## src/rtl/core_seq_if.sv

```systemverilog
// rtl/core_seq_if.sv - job control, source load and drain handshake bundle for core_seq
// master = sequencer side, slave = job requester / data source / core side.
interface core_seq_if;
  logic        start;
  logic [4:0]  q_len;
  logic        in_valid;
  logic        in_ready;
  logic        fifo_valid;
  logic [16:0] inst;
  logic        busy;
  logic        done;
  logic        err;

  modport master (
    input  start, q_len, in_valid, fifo_valid,
    output in_ready, inst, busy, done, err
  );

  modport slave (
    output start, q_len, in_valid, fifo_valid,
    input  in_ready, inst, busy, done, err
  );
endinterface

```

## src/rtl/core_seq.sv

```systemverilog
// rtl/core_seq.sv - attention-core instruction sequencer (load Q/K, kernel load, execute, drain)
// Optional drain watchdog: define CORE_SEQ_TIMEOUT_EN.
module core_seq #(
  parameter int col    = 8,
  parameter int pr     = 16,
  parameter int addr_w = 4
) (
  input logic        clk,
  input logic        reset,
  core_seq_if.master bus
);

  typedef enum logic [2:0] {IDLE, QWR, KWR, KLD, EXE, DRN, FIN} state_t;

  localparam logic [4:0] col_last = 5'(col - 1);
  localparam logic [4:0] col_n    = 5'(col);
  localparam logic [4:0] q_max    = 5'(1 << addr_w);

  state_t     state;
  logic [4:0] cnt;
  logic [4:0] q_len_r;
  logic       start_ok;

  assign start_ok = bus.start && (bus.q_len != 5'd0) && (bus.q_len <= q_max);

`ifdef CORE_SEQ_TIMEOUT_EN
  logic [7:0] wd;
  logic       err_r;
  assign bus.err = err_r;
`else
  assign bus.err = 1'b0;
`endif

  always_ff @(posedge clk or negedge reset) begin
    if (!reset) begin
      state   <= IDLE;
      cnt     <= 5'd0;
      q_len_r <= 5'd0;
`ifdef CORE_SEQ_TIMEOUT_EN
      wd      <= 8'd0;
      err_r   <= 1'b0;
`endif
    end else begin
      case (state)
        IDLE: begin
          if (start_ok) begin
            state   <= QWR;
            cnt     <= 5'd0;
            q_len_r <= bus.q_len;
`ifdef CORE_SEQ_TIMEOUT_EN
            err_r   <= 1'b0;
`endif
          end
        end
        QWR: begin
          if (bus.in_valid) begin
            if (cnt == q_len_r - 5'd1) begin
              state <= KWR;
              cnt   <= 5'd0;
            end else begin
              cnt <= cnt + 5'd1;
            end
          end
        end
        KWR: begin
          if (bus.in_valid) begin
            if (cnt == col_last) begin
              state <= KLD;
              cnt   <= 5'd0;
            end else begin
              cnt <= cnt + 5'd1;
            end
          end
        end
        // One extra cycle after the last read covers the K SRAM read latency.
        KLD: begin
          if (cnt == col_n) begin
            state <= EXE;
            cnt   <= 5'd0;
          end else begin
            cnt <= cnt + 5'd1;
          end
        end
        EXE: begin
          if (cnt == q_len_r) begin
            state <= DRN;
            cnt   <= 5'd0;
          end else begin
            cnt <= cnt + 5'd1;
          end
        end
        DRN: begin
          if (bus.fifo_valid) begin
`ifdef CORE_SEQ_TIMEOUT_EN
            wd <= 8'd0;
`endif
            if (cnt == q_len_r - 5'd1) begin
              state <= FIN;
              cnt   <= 5'd0;
            end else begin
              cnt <= cnt + 5'd1;
            end
          end
`ifdef CORE_SEQ_TIMEOUT_EN
          // 255th consecutive idle drain cycle abandons the job.
          else if (wd == 8'd254) begin
            state <= IDLE;
            cnt   <= 5'd0;
            wd    <= 8'd0;
            err_r <= 1'b1;
          end else begin
            wd <= wd + 8'd1;
          end
`endif
        end
        FIN: begin
          state <= IDLE;
          cnt   <= 5'd0;
        end
        default: begin
          state <= IDLE;
          cnt   <= 5'd0;
        end
      endcase
    end
  end

  assign bus.busy = (state != IDLE);
  assign bus.done = (state == FIN);

  always_comb begin
    bus.inst     = 17'd0;
    bus.in_ready = 1'b0;
    case (state)
      QWR: begin
        bus.in_ready     = 1'b1;
        bus.inst[15:12]  = cnt[3:0];
        bus.inst[4]      = bus.in_valid;
      end
      KWR: begin
        bus.in_ready     = 1'b1;
        bus.inst[15:12]  = cnt[3:0];
        bus.inst[2]      = bus.in_valid;
      end
      KLD: begin
        bus.inst[15:12]  = cnt[3:0];
        bus.inst[6]      = 1'b1;
        bus.inst[3]      = (cnt < col_n);
      end
      EXE: begin
        bus.inst[15:12]  = cnt[3:0];
        bus.inst[7]      = 1'b1;
        bus.inst[5]      = (cnt < q_len_r);
      end
      DRN: begin
        bus.inst[11:8]   = cnt[3:0];
        bus.inst[16]     = bus.fifo_valid;
        bus.inst[0]      = bus.fifo_valid;
      end
      default: begin
        bus.inst     = 17'd0;
        bus.in_ready = 1'b0;
      end
    endcase
  end

endmodule

```

## src/flat_wrapper.sv

```systemverilog
// flat-port wrapper written by rule: the top's interface ports become plain ports
module core_seq_flat 
#(
  parameter int col    = 8,
  parameter int pr     = 16,
  parameter int addr_w = 4
)
  (clk, reset, bus_start, bus_q_len, bus_in_valid, bus_fifo_valid, bus_in_ready, bus_inst, bus_busy, bus_done, bus_err);
  core_seq_if bus_i ();
  input logic clk;
  input logic reset;
  input wire logic [$bits(bus_i.start)-1:0] bus_start;
  input wire logic [$bits(bus_i.q_len)-1:0] bus_q_len;
  input wire logic [$bits(bus_i.in_valid)-1:0] bus_in_valid;
  input wire logic [$bits(bus_i.fifo_valid)-1:0] bus_fifo_valid;
  output wire logic [$bits(bus_i.in_ready)-1:0] bus_in_ready;
  output wire logic [$bits(bus_i.inst)-1:0] bus_inst;
  output wire logic [$bits(bus_i.busy)-1:0] bus_busy;
  output wire logic [$bits(bus_i.done)-1:0] bus_done;
  output wire logic [$bits(bus_i.err)-1:0] bus_err;
  assign bus_i.start = bus_start;
  assign bus_i.q_len = bus_q_len;
  assign bus_i.in_valid = bus_in_valid;
  assign bus_i.fifo_valid = bus_fifo_valid;
  assign bus_in_ready = bus_i.in_ready;
  assign bus_inst = bus_i.inst;
  assign bus_busy = bus_i.busy;
  assign bus_done = bus_i.done;
  assign bus_err = bus_i.err;
  core_seq #(.col(col), .pr(pr), .addr_w(addr_w)) u_core (.clk(clk), .reset(reset), .bus(bus_i));
endmodule
```

## config.mk

```make
export PLATFORM = sky130hd
export DESIGN_NAME = core_seq_flat
export DESIGN_NICKNAME = d
export VERILOG_FILES = /design/src/rtl/core_seq_if.sv /design/src/rtl/core_seq.sv /design/src/flat_wrapper.sv
export SDC_FILE = /design/constraint.sdc
export NUM_CORES = 1
export LEC_CHECK = 0
export ABC_AREA = 1
export CAP_MARGIN = 40
export CORE_AREA = 3 3 52 66
export CTS_BUF_LIST = sky130_fd_sc_hd__clkbuf_4
export DETAILED_ROUTE_END_ITERATION = 7
export DIE_AREA = 0 0 55 69
export PLACE_DENSITY_LB_ADDON = 0.1
export SYNTH_ARGS = -nofsm -noshare
export SYNTH_HDL_FRONTEND = slang
export SYNTH_SLANG_ARGS = --single-unit
export TNS_END_PERCENT = 20
```

## constraint.sdc

```tcl
create_clock -name clk -period 2.35 [get_ports clk]
set_clock_uncertainty 0.05 [all_clocks]
set_input_delay 0.235 -clock clk [delete_from_list [all_inputs] [get_ports clk]]
set_output_delay 0.235 -clock clk [all_outputs]
set_load 0.03 [all_outputs]
```

==> flow_summary.ini, run 1 <==
[outcome]
status = complete, no violations

[global_routing]
grtUsageMet1_pct = 20.32
antenna_found_initial = 0
top_usage_layer = met2
grt_overflow_total = 0
track_usage_pct = 17.99
grt_pass1_vias = 1204
met3_usage_pct = 3.672
met2_usage_pct = 29.21
grt_max_degree = 14
grt_pass1_wl_um = 5119

[synth]
ys_types = 25
synth_seq_cells = 13
syn_area_mm2 = 0.001270
syn_avg_cell_area_um2 = 6.684
yosys.area.top_type = dfrtp_1
syn_inst = 190
ys_top_cells_by_area = dfrtp_1 26%, nand2_1 16%, ha_1 7.9%
yosysSeqAreaShare_pct = 25.62
yosysTopAreaCellShare_pct = 25.62
yosysWarnings = 0

[drt]
drt_wl_total_um = 3133
drt_pass1_iterations = 4
drtIter0Drc = 39
vias = 1265
drcViolationCount = 0
wl_per_cell_um = 12.19
ant_nets = 0
viasPerCell = 4.922

[power]
p_total_mw = 1.947
p_int_uw = 880.2
ir_drop_v = 0.0006435
p_per_area_mw_per_mm2 = 1196
pwr-share-comb_pct = 72.0
p_clk_share_pct = 7.9
power.net_switching_mw = 1.067
power_leakage_nw = 0.9811
seqPwrFrac_pct = 20.1
netSwitchingFraction_pct = 54.79

[timing]
slew_headroom_pct = 57.33
rsz0062_at_grt = false
hold_viol = 0
final-setup-viol-count = 0
holdWs_ns = 0.2931
clock.fmax_mhz = 441.3
post-route-min-period_ns = 2.266
worst_slew_pin_slew_ns = 0.6380
fin_setup_tns_ns = 0
period_share_pct = 96.44
maxSlewViolCount = 0

[die]
io_pins = 31
initial_utilization_pct = 43.52
dieHeight_um = 69
die_width_um = 55
die-area_mm2 = 0.003795
num_rows = 22
core_mm2 = 0.002918

[clock_network]
cts_max_path_buffers = 2
clk_pin_slew_ns = 0.08
postCtsSetupBuffers = 0
cts_root_buffer = clkbuf_4
numCtsBuffers = 3
cts_max_level = 1
cts_tree = done
cts_resized = 5
clock_sinks = 13
clk_latency_ns = 0.28
cts_hold_buf = 0

[worst_setup_path]
crit_path_start_kind = flop
worstPathRequired_ns = 2.07
endpoint_kind = primary output
worstPathArrival_ns = 1.98
crit_type = reg -> out
critPathBufInv = 1
path_cells = nor2_2 > nand2_1 > nor2_1 > clkdlybuf4s50_1
crit_slowest_cell = clkdlybuf4s50_1
critical-path-top-delay-family = buffers and inverters
crit_fanout = 7
max_stage_delay_ns = 0.68

[layout]
fin_area_mm2 = 0.001628
insertedDiodeCount = 0
final_util_pct = 55.79
areaGrowthSynthToFinish_pct = 28.18
drive_gt1_share_pct = 17.65
nets = 240

[placed_design]
routabilityCongestion = 0.9034
placed_area_mm2 = 0.001592
port_buffers = 28
place_hpwl_um = 2641

[job]
drv_cap = 0

[hold_path]
hold_path.class = in -> async
final timing paths:
path	start	to	slack [ns]	depth (start not counted)
setup / recovery	u_core.state[1]$_DFFE_PN0P_	bus_inst[11]	0.08	4
hold / removal	reset	u_core.q_len_r[0]$_DFFE_PN0P_	0.29	1
setup reg to reg	u_core.cnt[0]$_DFFE_PN0P_	u_core.cnt[0]$_DFFE_PN0P_	0.46	10
hold reg to reg	u_core.q_len_r[1]$_DFFE_PN0P_	u_core.q_len_r[1]$_DFFE_PN0P_	0.51	2
max in group asynchronous	reset	u_core.q_len_r[2]$_DFFE_PN0P_	1.55	1
min in group clk	bus_q_len[1]	u_core.q_len_r[1]$_DFFE_PN0P_	0.47	3
synthesized netlist by cell type:
master / number
nand2_4: 4
o21ai_0: 1
a21oi_1: 4
buf_2: 3
nor2_4: 3
nor2_2: 4
nor2_1: 13
nand4_1: 4
nand2_2: 1
inv_1: 25
o21ai_1: 5
dfrtp_1: 13
buf_4: 3
o21bai_4: 1
nand3_2: 2
nand2_1: 53
ha_1: 8
inv_2: 12
xor2_1: 3
conb_1: 1
o21ai_2: 2
nor3_1: 4
nor4_1: 1
a21oi_4: 2
nand3_1: 18
registers in the layout, indices dropped and copies added, names as in the netlist:
name / count
u_core.cnt: 5
u_core.q_len_r: 5
u_core.state: 3
final cells by class:
type                    count  area [um^2]
well taps                  36        45.04
fillers                   293         1290
multi-input cells         135        772.0
clock buffers               4        30.03
flip-flops and latches     13        325.3
inverters                  37        138.9
repair buffers             32        316.6
cell usage in the layout (no fill, tap or decap):
master | synthesis | routed
nor2_2 | 4 | 4
clkdlybuf4s50_1 | 0 | 18
dlymetal6s2s_1 | 0 | 5
conb_1 | 1 | 2
o21ai_2 | 2 | 2
dfrtp_1 | 13 | 13
nand2_1 | 53 | 53
ha_1 | 8 | 8
nand3_1 | 18 | 18
inv_1 | 25 | 25
nand2_4 | 4 | 4
nand3_2 | 2 | 2
o21ai_1 | 5 | 5
inv_2 | 12 | 12
a21oi_4 | 2 | 2
clkbuf_4 | 0 | 4
nor2_4 | 3 | 3
buf_4 | 3 | 4
nand4_1 | 4 | 4
nand2_2 | 1 | 1
dlygate4sd2_1 | 0 | 5
o21bai_4 | 1 | 1
o21ai_0 | 1 | 1
nor2_1 | 13 | 13
xor2_1 | 3 | 3
nor3_1 | 4 | 4
nor4_1 | 1 | 1
a21oi_1 | 4 | 4
power groups by stage:
stage / Combinational (mW) / Sequential, mW / Clock [mW]
floorplan: 1.07 / 0.382 / 0
global placement: 1.41 / 0.393 / 0
detailed placement: 1.43 / 0.393 / 0
CTS: 1.42 / 0.391 / 0.158
global route: 1.56 / 0.404 / 0.168
finish: 1.40 / 0.391 / 0.154
metal layers:
layer  part of all wire (%)  wire length (um)
met1                     42              1306
met2                     51              1592
met3                    3.7               117
met4                    3.7               117
met5                      0                 0
metrics by stage:
stage	setup slack [ns]	std cells
floorplan	0.3398	191
global placement	0.2656	253
detailed placement	0.2687	253
CTS	0.007791	257
global route	0.006152	257
finish	0.08374	257
cells by family after synthesis:
group / share of synthesized area (%)
flip-flops: 25.62
adder cells (fa/ha/maj): 7.882
XOR/XNOR: 2.069
AND/OR/NAND/NOR: 40.89
other: 0.2953
buffers and inverters: 13.89
AO/OA/AOI/OAI: 9.359
(Power assumes the default switching activity.)
==> inputs of run 2 (changes only) <==
- PLACE_DENSITY: default -> 0.71
- PLACE_DENSITY_LB_ADDON: 0.1 -> default
==> run 2 against run 1 <==
  * Via count is 2.2% lower
  * Critical path depth unchanged
  * Cell count up 0.39%
  * Sequential cell count is the same
  * Worst hold slack lost 0.0060 ns
  * First-iteration DRC count shrank 23%
  * Design area increased by 0.31%
  * Combinational power about the same
  * Utilization rose by 0.17 points
  * Critical path type unchanged
  * Critical endpoint is now bus_inst[10]
==> flow_summary.ini, run 2 (synthesis gave the netlist of run 1 again) <==
[power]
p_total_mw = 1.956
p_per_area_mw_per_mm2 = 1198
ir_drop_v = 0.0007142
power_leakage_nw = 0.9667

[placed_design]
placed_cells = 254
port_buffers = 28
routabilityCongestion = 0.8190
place_hpwl_um = 2484

[worst_setup_path]
path_cells = nor2_2 > nand2_1 > nor2_1 > clkdlybuf4s50_1
crit_fanout = 7
critPathBufInv = 1
endpoint_kind = primary output
critical-path-top-delay-family = buffers and inverters
worst-path-stages = 4
crit_path_start_kind = flop
worstPathArrival_ns = 1.95
r2r_setup_slack_ns = 0.52
worstPathRequired_ns = 2.07
crit_type = reg -> out
reg2regPathDepth = 8
crit_slowest_cell = clkdlybuf4s50_1
max_stage_delay_ns = 0.68

[timing]
maxSlewViolCount = 0
worst_slew_pin_slew_ns = 0.6184
clock.fmax_mhz = 446.5
period_share_pct = 95.30
rsz0062_at_grt = false
fin_setup_tns_ns = 0
slew_headroom_pct = 58.65
hold_viol = 0
final-setup-viol-count = 0
post-route-min-period_ns = 2.240

[global_routing]
grt_overflow_total = 0
grt_max_degree = 14
antenna_found_initial = 0
grt_pass1_wl_um = 5057
track_usage_pct = 17.60
grt_pass1_vias = 1194

[clock_network]
cts_root_buffer = clkbuf_4
clk_pin_slew_ns = 0.08
numCtsBuffers = 3
clock_sinks = 13
cts_hold_buf = 0
cts_tree = done
cts_max_level = 1
cts_max_path_buffers = 2
clk_latency_ns = 0.28

[die]
dieHeight_um = 69
initial_utilization_pct = 43.52
core_mm2 = 0.002918
io_pins = 31
die_width_um = 55
die-area_mm2 = 0.003795
num_rows = 22

[layout]
fin_cells = 258
reg_top3 = u_core.cnt (5), u_core.q_len_r (5), u_core.state (3)
areaGrowthSynthToFinish_pct = 28.57
final_common_cell = nand2_1
drive_gt1_share_pct = 18.02
insertedDiodeCount = 0
layout_common_cells = 53 x nand2_1, 25 x inv_1, 19 x clkdlybuf4s50_1
nets = 241
nFillCells = 309

[outcome]
status = complete, no violations

[drt]
ant_nets = 0
vias = 1237
drt_pass1_iterations = 5
drcViolationCount = 0
dr_wl_met3_um = 68
wl_met1_um = 1197
drt_wl_total_um = 2955
wl_met2_um = 1660
wl_per_cell_um = 11.45
drtIter0Drc = 30
highest_layer = met4
viasPerCell = 4.795

[job]
drv_cap = 0

[hold_path]
hold_path.class = in -> async
[run 2: changes by cell type in the layout (fill, tap and decap cells not counted), sizes merged]
| cell | previous run | this run |
|---|---|---|
| clkdlybuf4s50 | 18 | 19 |
| dlymetal6s2s | 5 | 4 |
| buf | 4 | 5 |
[run 2: worst paths after layout]
check,startpoint,end
min in group clk,bus_q_len[1],u_core.q_len_r[1]$_DFFE_PN0P_
worst max register to register,u_core.cnt[1]$_DFFE_PN0P_,u_core.cnt[3]$_DFFE_PN0P_
worst min register to register,u_core.state[0]$_DFFE_PN0P_,u_core.state[0]$_DFFE_PN0P_
worst min-delay path,reset,u_core.state[0]$_DFFE_PN0P_
worst max-delay path,u_core.state[1]$_DFFE_PN0P_,bus_inst[10]
max in group asynchronous,reset,u_core.q_len_r[2]$_DFFE_PN0P_
[run 2: per-layer routing]
layer | track usage, % | up-vias
met4 | 3.514 | 0
met2 | 32.24 | 11
met3 | 3.888 | 5
met1 | 19.60 | 572
li1 | - | 649
met5 | 0 | -
[run 2: final cells by class]
cell class                 count  area (um^2)  area share [%]
sequential                    13        325.3           19.92
timing repair buffer          33        321.6           19.69
clock buffer                   4        30.03           1.839
inverter                      37        138.9           8.506
tap                           36        45.04           2.759
multi-input combinational    135        772.0           47.28
[run 2: repair_timing]
item,in CTS,in global routing
endpoints found under the hold margin,0,0
gates resized for setup,5,4
setup buffers,0,0
pin swaps,0,0
endpoints found under the setup margin,5,4
[run 2: metrics by stage]
| step | hold WS [ns] | instance area (um^2) | util [%] | worst slack, ns |
|---|---|---|---|---|
| floorplan | -0.1106 | 1274 | - | 0.3398 |
| global placement | 0.4857 | 1599 | 54.80 | 0.2110 |
| detailed placement | 0.4883 | 1599 | 54.80 | 0.1919 |
| CTS | 0.2949 | 1623 | 55.62 | 0.05189 |
| global route | 0.3133 | 1633 | 55.96 | 0.001234 |
| finish | 0.2871 | 1633 | 55.96 | 0.1105 |
[run 2: where the power goes]
part	leakage, nW	switching, mW	internal [mW]
registers	0.168	0.0810	0.307
clock network	0.0184	0.0745	0.0775
logic	0.780	0.911	0.504
==> inputs of run 3 (changes only) <==
- CORE_AREA: 3 3 52 66 -> 3 3 63 79
- DIE_AREA: 0 0 55 69 -> 0 0 66 82
- PLACE_DENSITY: 0.71 -> default
- clock period: 2.35 -> 2.8 ns (I/O delays scaled with it)
==> run 3 against run 2 <==
  * Via count shrank 2.7%
  * Non-clock buffer count shrank 4
  * First-iteration DRC count increased by 47%
  * Combinational power down 18%
  * Total power down 16%
  * Critical path type unchanged
  * Cell count grew 7.0%
  * Die area is 43% higher
  * Sequential share of layout area increased by 0.077 points
  * Sequential cell count did not move
  * Clock power down 14%
  * Count of clock-buffer cells in the layout unchanged
  * Setup slack improved by 0.18 ns
==> flow_summary.ini, run 3 (synthesis gave the netlist of run 1 again) <==
[worst_setup_path]
endpoint_kind = primary output
reg2regPathDepth = 10
worstPathArrival_ns = 2.18
critPathLaunch = u_core.cnt[3]$_DFFE_PN0P_
crit_path_start_kind = flop
worstReg2RegEnd = u_core.cnt[0]$_DFFE_PN0P_
rr_startpoint = u_core.cnt[0]$_DFFE_PN0P_
crit_type = reg -> out
worstPathRequired_ns = 2.47
crit_fanout = 10
endpoint = bus_inst[5]
r2r_setup_slack_ns = 0.89

[power]
p_per_area_mw_per_mm2 = 1004
power.net_switching_uw = 890.9
power_leakage_nw = 0.8507
seqPwrFrac_pct = 21.0
p_int_uw = 742.3
ir_drop_v = 0.0004168
netSwitchingFraction_pct = 54.55
p_clk_share_pct = 7.9
p_total_mw = 1.633
pwr-share-comb_pct = 71.0

[layout]
fin_area_mm2 = 0.001627
drive_gt1_share_pct = 16.51
areaGrowthSynthToFinish_pct = 28.08
regArea_um2 = 325.3
nFillCells = 484
multiInputGateArea_um2 = 772.0
layout_common_cells = 53 x nand2_1, 28 x clkdlybuf4s50_1, 25 x inv_1
reg_top3 = u_core.cnt (5), u_core.q_len_r (5), u_core.state (3)
final_common_cell = nand2_1
final_util_pct = 37.32
nets = 237
insertedDiodeCount = 0

[timing]
post-route-min-period_ns = 2.513
hold_viol = 0
final-setup-viol-count = 0
clock.fmax_mhz = 397.9
worst_slew_pin_slew_ns = 0.6148
period_share_pct = 89.76
maxSlewViolCount = 0
slew_headroom_pct = 58.89
fin_setup_tns_ns = 0
rsz0062_at_grt = false

[placed_design]
place_hpwl_um = 2551
routabilityCongestion = 0.8622
placed_area_mm2 = 0.001597
port_buffers = 28

[global_routing]
grt_overflow_total = 0
grt_max_degree = 14
antenna_found_initial = 0
track_usage_pct = 11.84
grt_pass1_vias = 1137
grt_pass1_wl_um = 5037

[clock_network]
clock_sinks = 13
cts_hold_buf = 0
cts_root_buffer = clkbuf_4
postCtsSetupBuffers = 0
cts_max_level = 1
cts_max_path_buffers = 2
cts_tree = done
cts_resized = 0
clk_latency_ns = 0.28
clk_pin_slew_ns = 0.09
numCtsBuffers = 3

[hold_path]
hold_path.class = in -> async

[drt]
ant_nets = 0
drt_pass1_iterations = 4
vias = 1203
wl_per_cell_um = 10.80
viasPerCell = 4.359
drcViolationCount = 0
drt_wl_total_um = 2982
drtIter0Drc = 44

[outcome]
status = complete, no violations

[job]
drv_cap = 0

[die]
num_rows = 27
die-area_mm2 = 0.005412
die_width_um = 66
io_pins = 31
core_mm2 = 0.004358
initial_utilization_pct = 29.14
dieHeight_um = 82
## run 3: cell count changes in the layout (fill, tap and decap cells not counted), sizes merged
cell / change
buf: -4
clkdlybuf4s50: +9
dlygate4sd2: -5
dlymetal6s2s: -4
## run 3: layout make-up
type                    instances  area share [%]
clock buffers                   4           1.846
inverters                      37           8.538
multi-input cells             135           47.46
flip-flops and latches         13           20.00
well taps                      58           4.462
repair buffers                 29           17.69
## run 3: power by group through the flow
stage	sequential, mW	combinational [mW]	clock [mW]
after floorplan	0.321	0.895	0
after global placement	0.347	1.17	0
after detailed placement	0.349	1.18	0
after CTS	0.345	1.18	0.135
after global routing	0.360	1.31	0.144
final	0.343	1.16	0.130
## run 3: metrics by stage
stage / setup WS (ns) / hold slack [ns] / cells
finish: 0.2867 / 0.3276 / 276
global route: 0.1844 / 0.3686 / 276
CTS: 0.2738 / 0.3479 / 276
detailed placement: 0.5933 / 0.4862 / 272
global placement: 0.6065 / 0.4800 / 272
floorplan: 0.7448 / -0.06559 / 191
## run 3: per-layer routing
layer / part of all wire, % / global-route usage, % / up-vias / wire, um
li1: - / - / 640 / -
met1: 43 / 13.85 / 538 / 1275
met2: 51 / 21.77 / 23 / 1525
met3: 5.2 / 3.557 / 2 / 156
met4: 0.84 / 1.423 / 0 / 25
met5: 0 / 0 / - / 0
## run 3: worst min-delay path by stage
stage,from,end,slack [ns]
2_1_floorplan,reset,u_core.cnt[0]$_DFFE_PN0P_,-0.07
3_3_place_gp,u_core.q_len_r[1]$_DFFE_PN0P_,u_core.q_len_r[1]$_DFFE_PN0P_,0.48
3_5_place_dp,u_core.state[0]$_DFFE_PN0P_,u_core.state[0]$_DFFE_PN0P_,0.49
4_1_cts,reset,u_core.q_len_r[1]$_DFFE_PN0P_,0.35
5_1_grt,reset,u_core.q_len_r[1]$_DFFE_PN0P_,0.37
6_report,reset,u_core.q_len_r[1]$_DFFE_PN0P_,0.33
## run 3: worst max-delay path, cell delays in order (launching register included)
cell and delay (ns):
dfrtp_1 0.54, ha_1 0.30, nand2_1 0.10, o21ai_0 0.09, nor3_1 0.18, clkdlybuf4s50_1 0.70
==> edit, RTL diff (settings of run 1) <==
The option `CORE_SEQ_TIMEOUT_EN` is turned on by a define.
--- a/src/rtl/core_seq.sv
+++ b/src/rtl/core_seq.sv
@@ -1,5 +1,7 @@
 // rtl/core_seq.sv - attention-core instruction sequencer (load Q/K, kernel load, execute, drain)
 // Optional drain watchdog: define CORE_SEQ_TIMEOUT_EN.
+`define CORE_SEQ_TIMEOUT_EN
+
 module core_seq #(
   parameter int col    = 8,
   parameter int pr     = 16,
Behaviour: no difference found for any inputs over 10 cycles, from zero or initial values and one cycle with reset low; that may be too few to reach the edited logic, so the function may still have changed.
==> edit against run 1 <==
- area after synthesis up 36%
- largest cell class unchanged
- highest routed layer unchanged
- critical endpoint is now bus_inst[7]
- cell area up 32%
- synthesized cell count up 25%
- total power up 24%
- routed wire length up 34%
- sequential cell count up 9
- critical path type unchanged
- worst setup slack worse by 0.019 ns
==> edit: results (changes against run 1) <==
max incr delay on CP 0.72 ns (+0.04 ns); vias in the first global route 1,582 (+31%); status complete, no violations; CP endpoint bus_inst[7]; Crit path arrival time 2.00 ns (+0.02 ns); routability congestion estimate from global placement 0.854 (-5.5%); distinct cell type count after synthesis 32 (+28%); clkbuf count 3 (-1); invs w/o clock 34 (-8.1%); sequential area share after synthesis 31.9% (+6.2 points); worst skew pair latency 0.32 ns (+0.04 ns); fraction of layout cells with a size suffix above 1 17.8% (+0.17 points); r2r startpoint u_core.state[1]; Layout clock area frac 1.22% (-0.62 points); Crit. Startpoint u_core.state[0]; PortBufs 29 (+3.6%); Reg clk slew, reported paths 0.14 ns (+0.06 ns); Compound-Gate Fraction of Synth Area 8.98% (-0.38 points); P_leak 0.00124 µW (+26%); Post-synth top cells 53 x nand2_1, 31 x nor2_1, 24 x inv_1; R2R Path End u_core.state[0]; CP max FO 6 (-1); post-synthesis xor/xnor area fraction 3.55% (+1.5 points); sequential share of cell area 25.6% (+5.6 points); DP Worst Slack 0.0555 ns (-0.213 ns); synth top area cells dfrtp_1 32%, nand2_1 12%, ha_1 7.2%; vias 1,641 (+30%); buffer share of cell area 16.9% (-2.5 points); first-pass GRT wire length 7190 µm (+40%); Max VDD drop 656 µV (+2.0%); count of flip-flops and latches 22 (+9); period utilization 97.2% (+0.81 points); largest registers u_core.wd (8), u_core.cnt (5), u_core.q_len_r (5); DRT iter0 DRCs 60 (+54%); Layout Nets 296 (+23%); adder-cell share of the synthesized area 7.24% (-0.64 points); post-DR wirelength/cell 13.5 µm (+10%); comb_multi_in 178 (+32%)
edit: metal layers:
metal / vias up / routed length (µm) / global-route usage, %
met5: - / 0 / 0
met4: 0 / 71 / 7.57
met3: 8 / 196 / 3.02
met2: 42 / 2130 / 40.9
met1: 752 / 1790 / 33.0
li1: 839 / - / -
edit: through the flow:
| stage | std cells | TNS (ns) | instance area, µm² | hold WS [ns] |
|---|---|---|---|---|
| after global routing | 311 | 0 | 2150 | 0.229 |
| after CTS | 311 | -0.0445 | 2130 | 0.213 |
| after detailed placement | 307 | 0 | 2090 | 0.460 |
| after global placement | 307 | 0 | 2090 | 0.449 |
| after floorplan | 238 | 0 | 1730 | -0.111 |
| final | 311 | 0 | 2150 | 0.204 |
edit: where the power goes:
part	switching [µW]	internal, µW
clock	129	62.2
sequential	135	521
combinational	998	566
edit: repair_timing:
action | in CTS | in global routing
resized for setup | 9 | 13
cloned | 0 | 0
endpoints found under the setup margin | 11 | 11
